===== config.mk =====
export PLATFORM = sky130hd
export DESIGN_NAME = ysyx_22040759_hazard_ctrl
export DESIGN_NICKNAME = d
export VERILOG_FILES = /design/src/rtl/ysyx_22040759_hazard_ctrl.sv
export SDC_FILE = /design/constraint.sdc
export NUM_CORES = 1
export LEC_CHECK = 0
export BUFFER_PORTS_ARGS = -buffer_cell sky130_fd_sc_hd__buf_2
export CORE_ASPECT_RATIO = 0.8
export CORE_UTILIZATION = 53
export DETAILED_ROUTE_END_ITERATION = 8
export GPL_ROUTABILITY_DRIVEN = 1
export PLACE_DENSITY = 0.79
export REMOVE_ABC_BUFFERS = 1
export SYNTH_ARGS = -nofsm -noshare
export SYNTH_HDL_FRONTEND = slang
export SYNTH_SLANG_ARGS = --single-unit

===== constraint.sdc =====
create_clock -name clock -period 2.32 [get_ports clock]
set_input_delay 0.116 -clock clock [delete_from_list [all_inputs] [get_ports clock]]
set_output_delay 0.116 -clock clock [all_outputs]
set_load 0.02 [all_outputs]

===== src/rtl/ysyx_22040759_hazard_ctrl.sv =====
// Pipeline hazard sequencer: turns load-use, mul/div wait, MEM bus wait and EX redirect
// into per-stage stall/flush enables, plus saturating perf counters and an MD watchdog.
module ysyx_22040759_hazard_ctrl #(
  parameter int CNT_W  = 32,
  parameter int MD_TMO = 64
) (
  input  logic             clock,
  input  logic             reset,
  input  logic [4:0]       id_rs1,
  input  logic [4:0]       id_rs2,
  input  logic             id_rs1_used,
  input  logic             id_rs2_used,
  input  logic [4:0]       ex_rd,
  input  logic             ex_mem_read,
  input  logic             ex_branch_tkn,
  input  logic             ex_md_start,
  input  logic             ex_md_done,
  input  logic             mem_busy,
  output logic             pc_stall,
  output logic             if_id_stall,
  output logic             id_ex_stall,
  output logic             ex_mem_stall,
  output logic             mem_wb_stall,
  output logic             if_id_flush,
  output logic             id_ex_flush,
  output logic             ex_mem_flush,
  output logic             md_timeout,
  output logic [CNT_W-1:0] stall_cycles,
  output logic [CNT_W-1:0] flush_events,
  output logic             dbg_state_o
);

  localparam int TMO_W = (MD_TMO > 1) ? $clog2(MD_TMO + 1) : 1;
  localparam logic [TMO_W-1:0] TMO_MAX = TMO_W'(MD_TMO);
  localparam logic [TMO_W-1:0] TMO_ONE = TMO_W'(1);
  localparam logic [CNT_W-1:0] CNT_ONE = CNT_W'(1);

  typedef enum logic {
    ST_RUN     = 1'b0,
    ST_MD_WAIT = 1'b1
  } state_e;

  state_e           state_q, state_d;
  logic [TMO_W-1:0] tmo_q, tmo_d;
  logic             md_timeout_q, md_timeout_d;
  logic [CNT_W-1:0] stall_cnt_q, stall_cnt_d;
  logic [CNT_W-1:0] flush_cnt_q, flush_cnt_d;

  logic load_use;
  logic md_busy;
  logic redirect;

  // x0 is hardwired zero, so a load targeting it never creates a dependency.
  assign load_use = ex_mem_read && (ex_rd != 5'd0) &&
                    ((id_rs1_used && (id_rs1 == ex_rd)) ||
                     (id_rs2_used && (id_rs2 == ex_rd)));

  assign md_busy = !ex_md_done && ((state_q == ST_MD_WAIT) || ex_md_start);

  always_comb begin
    pc_stall     = 1'b0;
    if_id_stall  = 1'b0;
    id_ex_stall  = 1'b0;
    ex_mem_stall = 1'b0;
    mem_wb_stall = 1'b0;
    if_id_flush  = 1'b0;
    id_ex_flush  = 1'b0;
    ex_mem_flush = 1'b0;
    redirect     = 1'b0;
    if (reset) begin
      if_id_flush  = 1'b1;
      id_ex_flush  = 1'b1;
      ex_mem_flush = 1'b1;
    end else if (mem_busy) begin
      pc_stall     = 1'b1;
      if_id_stall  = 1'b1;
      id_ex_stall  = 1'b1;
      ex_mem_stall = 1'b1;
      mem_wb_stall = 1'b1;
    end else if (md_busy) begin
      // EX holds its mul/div; a taken branch in EX waits until EX releases.
      pc_stall     = 1'b1;
      if_id_stall  = 1'b1;
      id_ex_stall  = 1'b1;
      ex_mem_flush = 1'b1;
    end else if (ex_branch_tkn) begin
      if_id_flush  = 1'b1;
      id_ex_flush  = 1'b1;
      redirect     = 1'b1;
    end else if (load_use) begin
      pc_stall     = 1'b1;
      if_id_stall  = 1'b1;
      id_ex_flush  = 1'b1;
    end
  end

  always_comb begin
    state_d      = state_q;
    tmo_d        = tmo_q;
    md_timeout_d = md_timeout_q;
    stall_cnt_d  = stall_cnt_q;
    flush_cnt_d  = flush_cnt_q;
    case (state_q)
      ST_RUN: begin
        if (ex_md_start && !ex_md_done && !mem_busy) begin
          state_d = ST_MD_WAIT;
          tmo_d   = '0;
        end
      end
      ST_MD_WAIT: begin
        if (ex_md_done) state_d = ST_RUN;
        if (tmo_q != TMO_MAX) tmo_d = tmo_q + TMO_ONE;
        // MD_TMO == 0 turns the watchdog off entirely.
        if ((MD_TMO != 0) && (tmo_q == TMO_MAX - TMO_ONE)) md_timeout_d = 1'b1;
      end
      default: state_d = ST_RUN;
    endcase
    if (pc_stall && (stall_cnt_q != '1)) stall_cnt_d = stall_cnt_q + CNT_ONE;
    if (redirect && (flush_cnt_q != '1)) flush_cnt_d = flush_cnt_q + CNT_ONE;
  end

  always_ff @(posedge clock) begin
    if (reset) begin
      state_q      <= ST_RUN;
      tmo_q        <= '0;
      md_timeout_q <= 1'b0;
      stall_cnt_q  <= '0;
      flush_cnt_q  <= '0;
    end else begin
      state_q      <= state_d;
      tmo_q        <= tmo_d;
      md_timeout_q <= md_timeout_d;
      stall_cnt_q  <= stall_cnt_d;
      flush_cnt_q  <= flush_cnt_d;
    end
  end

  assign md_timeout   = md_timeout_q;
  assign stall_cycles = stall_cnt_q;
  assign flush_events = flush_cnt_q;
  assign dbg_state_o  = logic'(state_q);

endmodule


== Word level (Yosys, flattened, before mapping) ==
Cells that the tools add are included.

* Register bits after elaboration: 73
* Word-level logic and storage cells: 60
* Bits of input ports: 24

* Add/sub/neg operators: 3
* Reduce and logical (&&, ||, !) cells: 16
* Muxes and demuxes: 27
* Eq/ne operators: 8
* Bitwise gates (word level): 1

{| class="wikitable"
|+ Operator list
! cell !! count
|-
| $add 32x1->32 const B || 2
|-
| $ne 32x32->1 const B || 2
|-
| $mux 1 || 23
|-
| $mux 7 || 2
|-
| $pmux 7 s2 || 1
|-
| $eq 5x5->1 || 2
|-
| $logic_and 1x1->1 || 9
|-
| $add 7x1->7 const B || 1
|-
| $eq 7x6->1 const B || 1
|-
| $ne 7x7->1 const B || 1
|-
| $reduce_bool 5->1 || 1
|-
| $reduce_and 2->1 || 2
|-
| $logic_not 1->1 || 2
|-
| $logic_or 1x1->1 || 2
|-
| $ne 2x1->1 const B || 1
|-
| $ne 2x2->1 const B || 1
|-
| $pmux 1 s2 || 1
|-
| $not 1->1 || 1
|}

== Depth between registers and ports, before layout ==
* Depth after elaboration: 10
* Mapped depth: 9
* Gate-level depth less buffers: 8

== Least setup slack after synthesis ==
No wires, ideal clock.

* Path kind: register to register
* From: reg stall_cnt_q[0] (netlist: stall_cycles[0])
* To: reg stall_cnt_q[1] (netlist: stall_cycles[1])
* Arrival time: 2093 ps
* Setup slack: 99 ps
* Data required time: 2192 ps
* Cell stages (with the launch flop): 10
* Path through: dfxtp_1 > ha_1 > nand2_1 > nor4_4 > a32oi_4 > nand2_4 > buf_4 > buf_6 > mux2i_1 > nor2_1

* Longest elaborated chain between the ends: 2
* Elaborated cells on any way between the ends: 3

{| class="wikitable"
|+ RTL lines
! what !! line !! source
|-
| from (decl) || 46 || <nowiki>logic [CNT_W-1:0] stall_cnt_q, stall_cnt_d;</nowiki>
|-
| from (signal assigned) || 133 || <nowiki>stall_cnt_q <= stall_cnt_d;</nowiki>
|-
| parallel branches: the longest is 2 deep, another holds $add 32x1->32 || n/a ||
|}

Parallel ways; which one is timed is not known.
A chain may end at the register's enable or synchronous reset.

== Worst setup path in the final report ==
* From: in ex_md_done
* To: reg stall_cnt_q[23] (netlist: stall_cycles[23])

* Longest elaborated chain between the ends: 6

{| class="wikitable"
|+ RTL lines
! what !! line !! source
|-
| from (decl) || 17 || <nowiki>input logic ex_md_done,</nowiki>
|-
| $logic_not 1->1 || 58 || <nowiki>assign md_busy = !ex_md_done && ((state_q == ST_MD_WAIT) || ex_md_start);</nowiki>
|-
| $logic_and 1x1->1 || 58 ||
|-
| $mux 1 || 80 || <nowiki>end else if (md_busy) begin</nowiki>
|-
| $mux 1 || 74 || <nowiki>end else if (mem_busy) begin</nowiki>
|-
| $mux 1 || 70 || <nowiki>if (reset) begin</nowiki>
|-
| $logic_and 1x1->1 || 118 || <nowiki>if (pc_stall && (stall_cnt_q != '1)) stall_cnt_d = stall_cnt_q + CNT_ONE;</nowiki>
|}

Every way passes these cells.

==> impl_metrics.env <==
export IMPL_multi_input_area_um2=2270
export IMPL_core_area_um2=6990
export IMPL_cp_top_family="buffers and inverters"
export IMPL_synth_mux_area_fraction=0.0139
export IMPL_rows=27
export IMPL_avgSynthCellArea_um2=8.42
export IMPL_setup_viol_count_final=0
export IMPL_initial_core_util=0.555
export IMPL_drv_cap=0
export IMPL_drive_gt1_frac=0.250
export IMPL_gr_usage_met2=0.356
export IMPL_cts_tree="built"
export IMPL_ys_types=59
export IMPL_powerDensity_nw_per_um2=543
export IMPL_via_per_inst=5.74
export IMPL_gp_congestion=0.817
export IMPL_p_seq_frac=0.498
export IMPL_first_global_vias=3167
export IMPL_yosys_area_share_adder=0.0129
export IMPL_p_clk_frac=0.416
export IMPL_cp_end_kind="flop"
export IMPL_grt_use_met3=0.0623
export IMPL_avgRoutedWirePerCell_um=14.0
export IMPL_cts_buffer_depth=2
export IMPL_cts_root_buf="clkbuf_8"
export IMPL_cp_arrival_ps=2460
export IMPL_critPathBufInv=3
export IMPL_grt_first_pass_wirelength_mm=14.8
export IMPL_drcViolationCount=8
export IMPL_antenna_found_initial=0
export IMPL_fmax_mhz=459
export IMPL_grt_util_met1=0.333
export IMPL_fin_crit_sh=0.939
export IMPL_clock_latency_ps=350
export IMPL_finalClockSkew_ps=8.18
export IMPL_track_usage=0.237
export IMPL_startpoint_type="primary input"
export IMPL_dr_first_iter_drc_count=236
export IMPL_pin_count=98
export IMPL_final_antenna_net_count=0
export IMPL_synth_area_um2=3880
export IMPL_async_flop_share=0
export IMPL_leakagePower_nw=1.91
export IMPL_cts_made_buffers=9
export IMPL_hold_viol_final=0
export IMPL_p_int_w=0.00193
export IMPL_grt_remaining_overflow=0
export IMPL_die_area_um2=7670
export IMPL_die_x_um=97.7
export IMPL_peakVddDrop_uv=328
export IMPL_cts_num_sinks=73
export IMPL_grt_busiest_layer="met2"
export IMPL_r2r_end="stall_cycles[23]"
export IMPL_vias=3755
export IMPL_die_h_um=78.6
export IMPL_violations="DRC"
export IMPL_synth_top_family_by_area="simple AND/OR/NAND/NOR gates"
export IMPL_cp_slowest_cell="dlygate4sd3_1"
export IMPL_synth_edf_count=0
export IMPL_cpPeakStageDelay_ps=540
export IMPL_synth_compound_area_frac=0.117
export IMPL_diodes=0
export IMPL_area_delta_synth_final_pct=20.7
export IMPL_cp_max_fo=25
export IMPL_synth_xor_area_frac=0.108
export IMPL_crit_chain="dlygate4sd3_1 > buf_2 > o21ba_2 > nor2_2 > a32oi_4 > nand2_8 > buf_12 > or4b_1 > a21oi_1"
export IMPL_seq_area_um2=1460
export IMPL_p_sw_frac=0.243
export IMPL_rsz0062_at_grt="no"
export IMPL_reg2reg_from="stall_cycles[1]"
export IMPL_worstSetupStartpoint="ex_md_done"
export IMPL_layout_setup_ws_ps=141
export IMPL_grt_max_degree=83
export IMPL_worst_path_stages=9
export IMPL_crit_type="primary input to flop"
export IMPL_clkTransAtPathRegs_ps=70
export IMPL_port_buffers=97
export IMPL_dp_cells=637
export IMPL_post_layout_nonfiller_instances=654
export IMPL_r2r_cells=8
export IMPL_r2r_slack_ps=160
export IMPL_period_needed_ps=2180
export IMPL_drv_slew=0
export IMPL_endpoint="stall_cycles[23]"
export IMPL_n_fill_cell=571
export IMPL_hp_class="primary input to flop"
export IMPL_ys_flop_type="dfxtp_1"
export IMPL_h_tree_depth=3
export IMPL_dpl_hpwl_mm=6.52
export IMPL_crit_required_ps=2600
export IMPL_combPwrFrac=0.086
export IMPL_drt_pass1_iterations=7
export IMPL_dp_slack_ps=162
export IMPL_postSynthCellCount=461
export IMPL_switching_power_w=0.000619
export IMPL_nNetsFinal=590
export IMPL_final_common_cell="buf_2"
export IMPL_yosysWarnings=0
export IMPL_tightest_slew_ps=834
export IMPL_totalWireLength_mm=9.17
export IMPL_outcome="finished with violations"
export IMPL_synthSimpleGateAreaFrac=0.329
export IMPL_ys_seq_area_frac=0.376
export IMPL_ys_seq_elements=73
export IMPL_slew_headroom=0.444
export IMPL_final_cell_mix="97 x buf_2, 73 x dfxtp_1, 65 x nor2_1"
==> power groups by stage <==
stage / clock network, W / logic [W] / registers, W
floorplan: 0 / 0.0000967 / 0.00131
global route: 0.00114 / 0.000237 / 0.00127
finish: 0.00106 / 0.000218 / 0.00127
CTS: 0.00108 / 0.000213 / 0.00127
global placement: 0 / 0.000206 / 0.00130
detailed placement: 0 / 0.000211 / 0.00130
==> timing repair <==
item,in CTS,in global routing
hold buffers,1,0
gates resized for setup,0,2
endpoints found under the hold margin,1,0
endpoints found under the setup margin,0,2
buffers inserted,0,0
==> metal layers <==
| layer | share of wire | up-vias |
|---|---|---|
| met1 | 0.48 | 1762 |
| met2 | 0.45 | 118 |
| li1 | - | 1861 |
| met3 | 0.057 | 14 |
| met4 | 0.013 | 0 |
| met5 | 0 | - |
==> registers in the layout (all words and copies together), names as in the netlist <==
signal and cells:
flush_events 32, tmo_q 7, stall_cycles 32, dbg_state_o 1
md_timeout 1
==> worst min-delay path, cell delays in order <==
cell and delay (ps):
buf_2 110, a21oi_1 130, nor3_1 50
==> how the worst min path moves through the flow <==
stage                start               end  slack [ps]  cells past startpoint
2_1_floorplan        reset  stall_cycles[12]         190                      1
3_3_place_gp    ex_md_done       dbg_state_o         300                      2
3_5_place_dp    ex_md_done       dbg_state_o         320                      2
4_1_cts        ex_md_start       dbg_state_o         100                      3
5_1_grt        ex_md_start       dbg_state_o         120                      3
6_report       ex_md_start       dbg_state_o         110                      3
==> cells by family after synthesis <==
logic type               count (synthesis)
AO/OA/AOI/OAI                           65
flip-flops                              73
AND/OR/NAND/NOR                        236
adder cells (fa/ha/maj)                  4
buffers and inverters                   30
XOR/XNOR                                48
multiplexers                             5
==> cell usage after synthesis, drive strengths merged (3+ instances only) <==
library cell	n	area (um2)
a21oi	24	120
and3	16	105
and4	7	63.8
buf	12	98.8
clkbuf	8	30.0
dfxtp	73	1460
ha	4	50.1
inv	10	37.5
mux2	3	33.8
nand2	30	120
nand3	35	175
nand4	24	150
nor2	66	248
nor2b	4	25.0
nor3	10	50.1
nor4	6	65.1
o21ai	17	85.1
o31ai	6	45.0
or2	3	18.8
or3	13	81.3
or4	11	86.3
xnor2	15	131
xor2	33	289
==> stage by stage <==
step                      total power [W]  TNS, ps  area, um2  utilization  hold WS, ps
after global placement            0.00150        0       4450        0.636          303
final                             0.00255        0       4690        0.670          109
after CTS                         0.00256        0       4670        0.668         99.0
after detailed placement          0.00151        0       4450        0.636          320
after global routing              0.00265        0       4690        0.670          121
after floorplan                   0.00141    -8.02       3750            -          185
==> layout make-up <==
| cell class | count | area share |
|---|---|---|
| tap | 87 | 0.0232 |
| timing repair buffer | 110 | 0.128 |
| inverter | 10 | 0.00801 |
| clock buffer | 12 | 0.0352 |
| sequential | 73 | 0.312 |
| multi-input combinational | 358 | 0.484 |
| clock inverter | 4 | 0.0104 |
(Power assumes the default switching activity.)
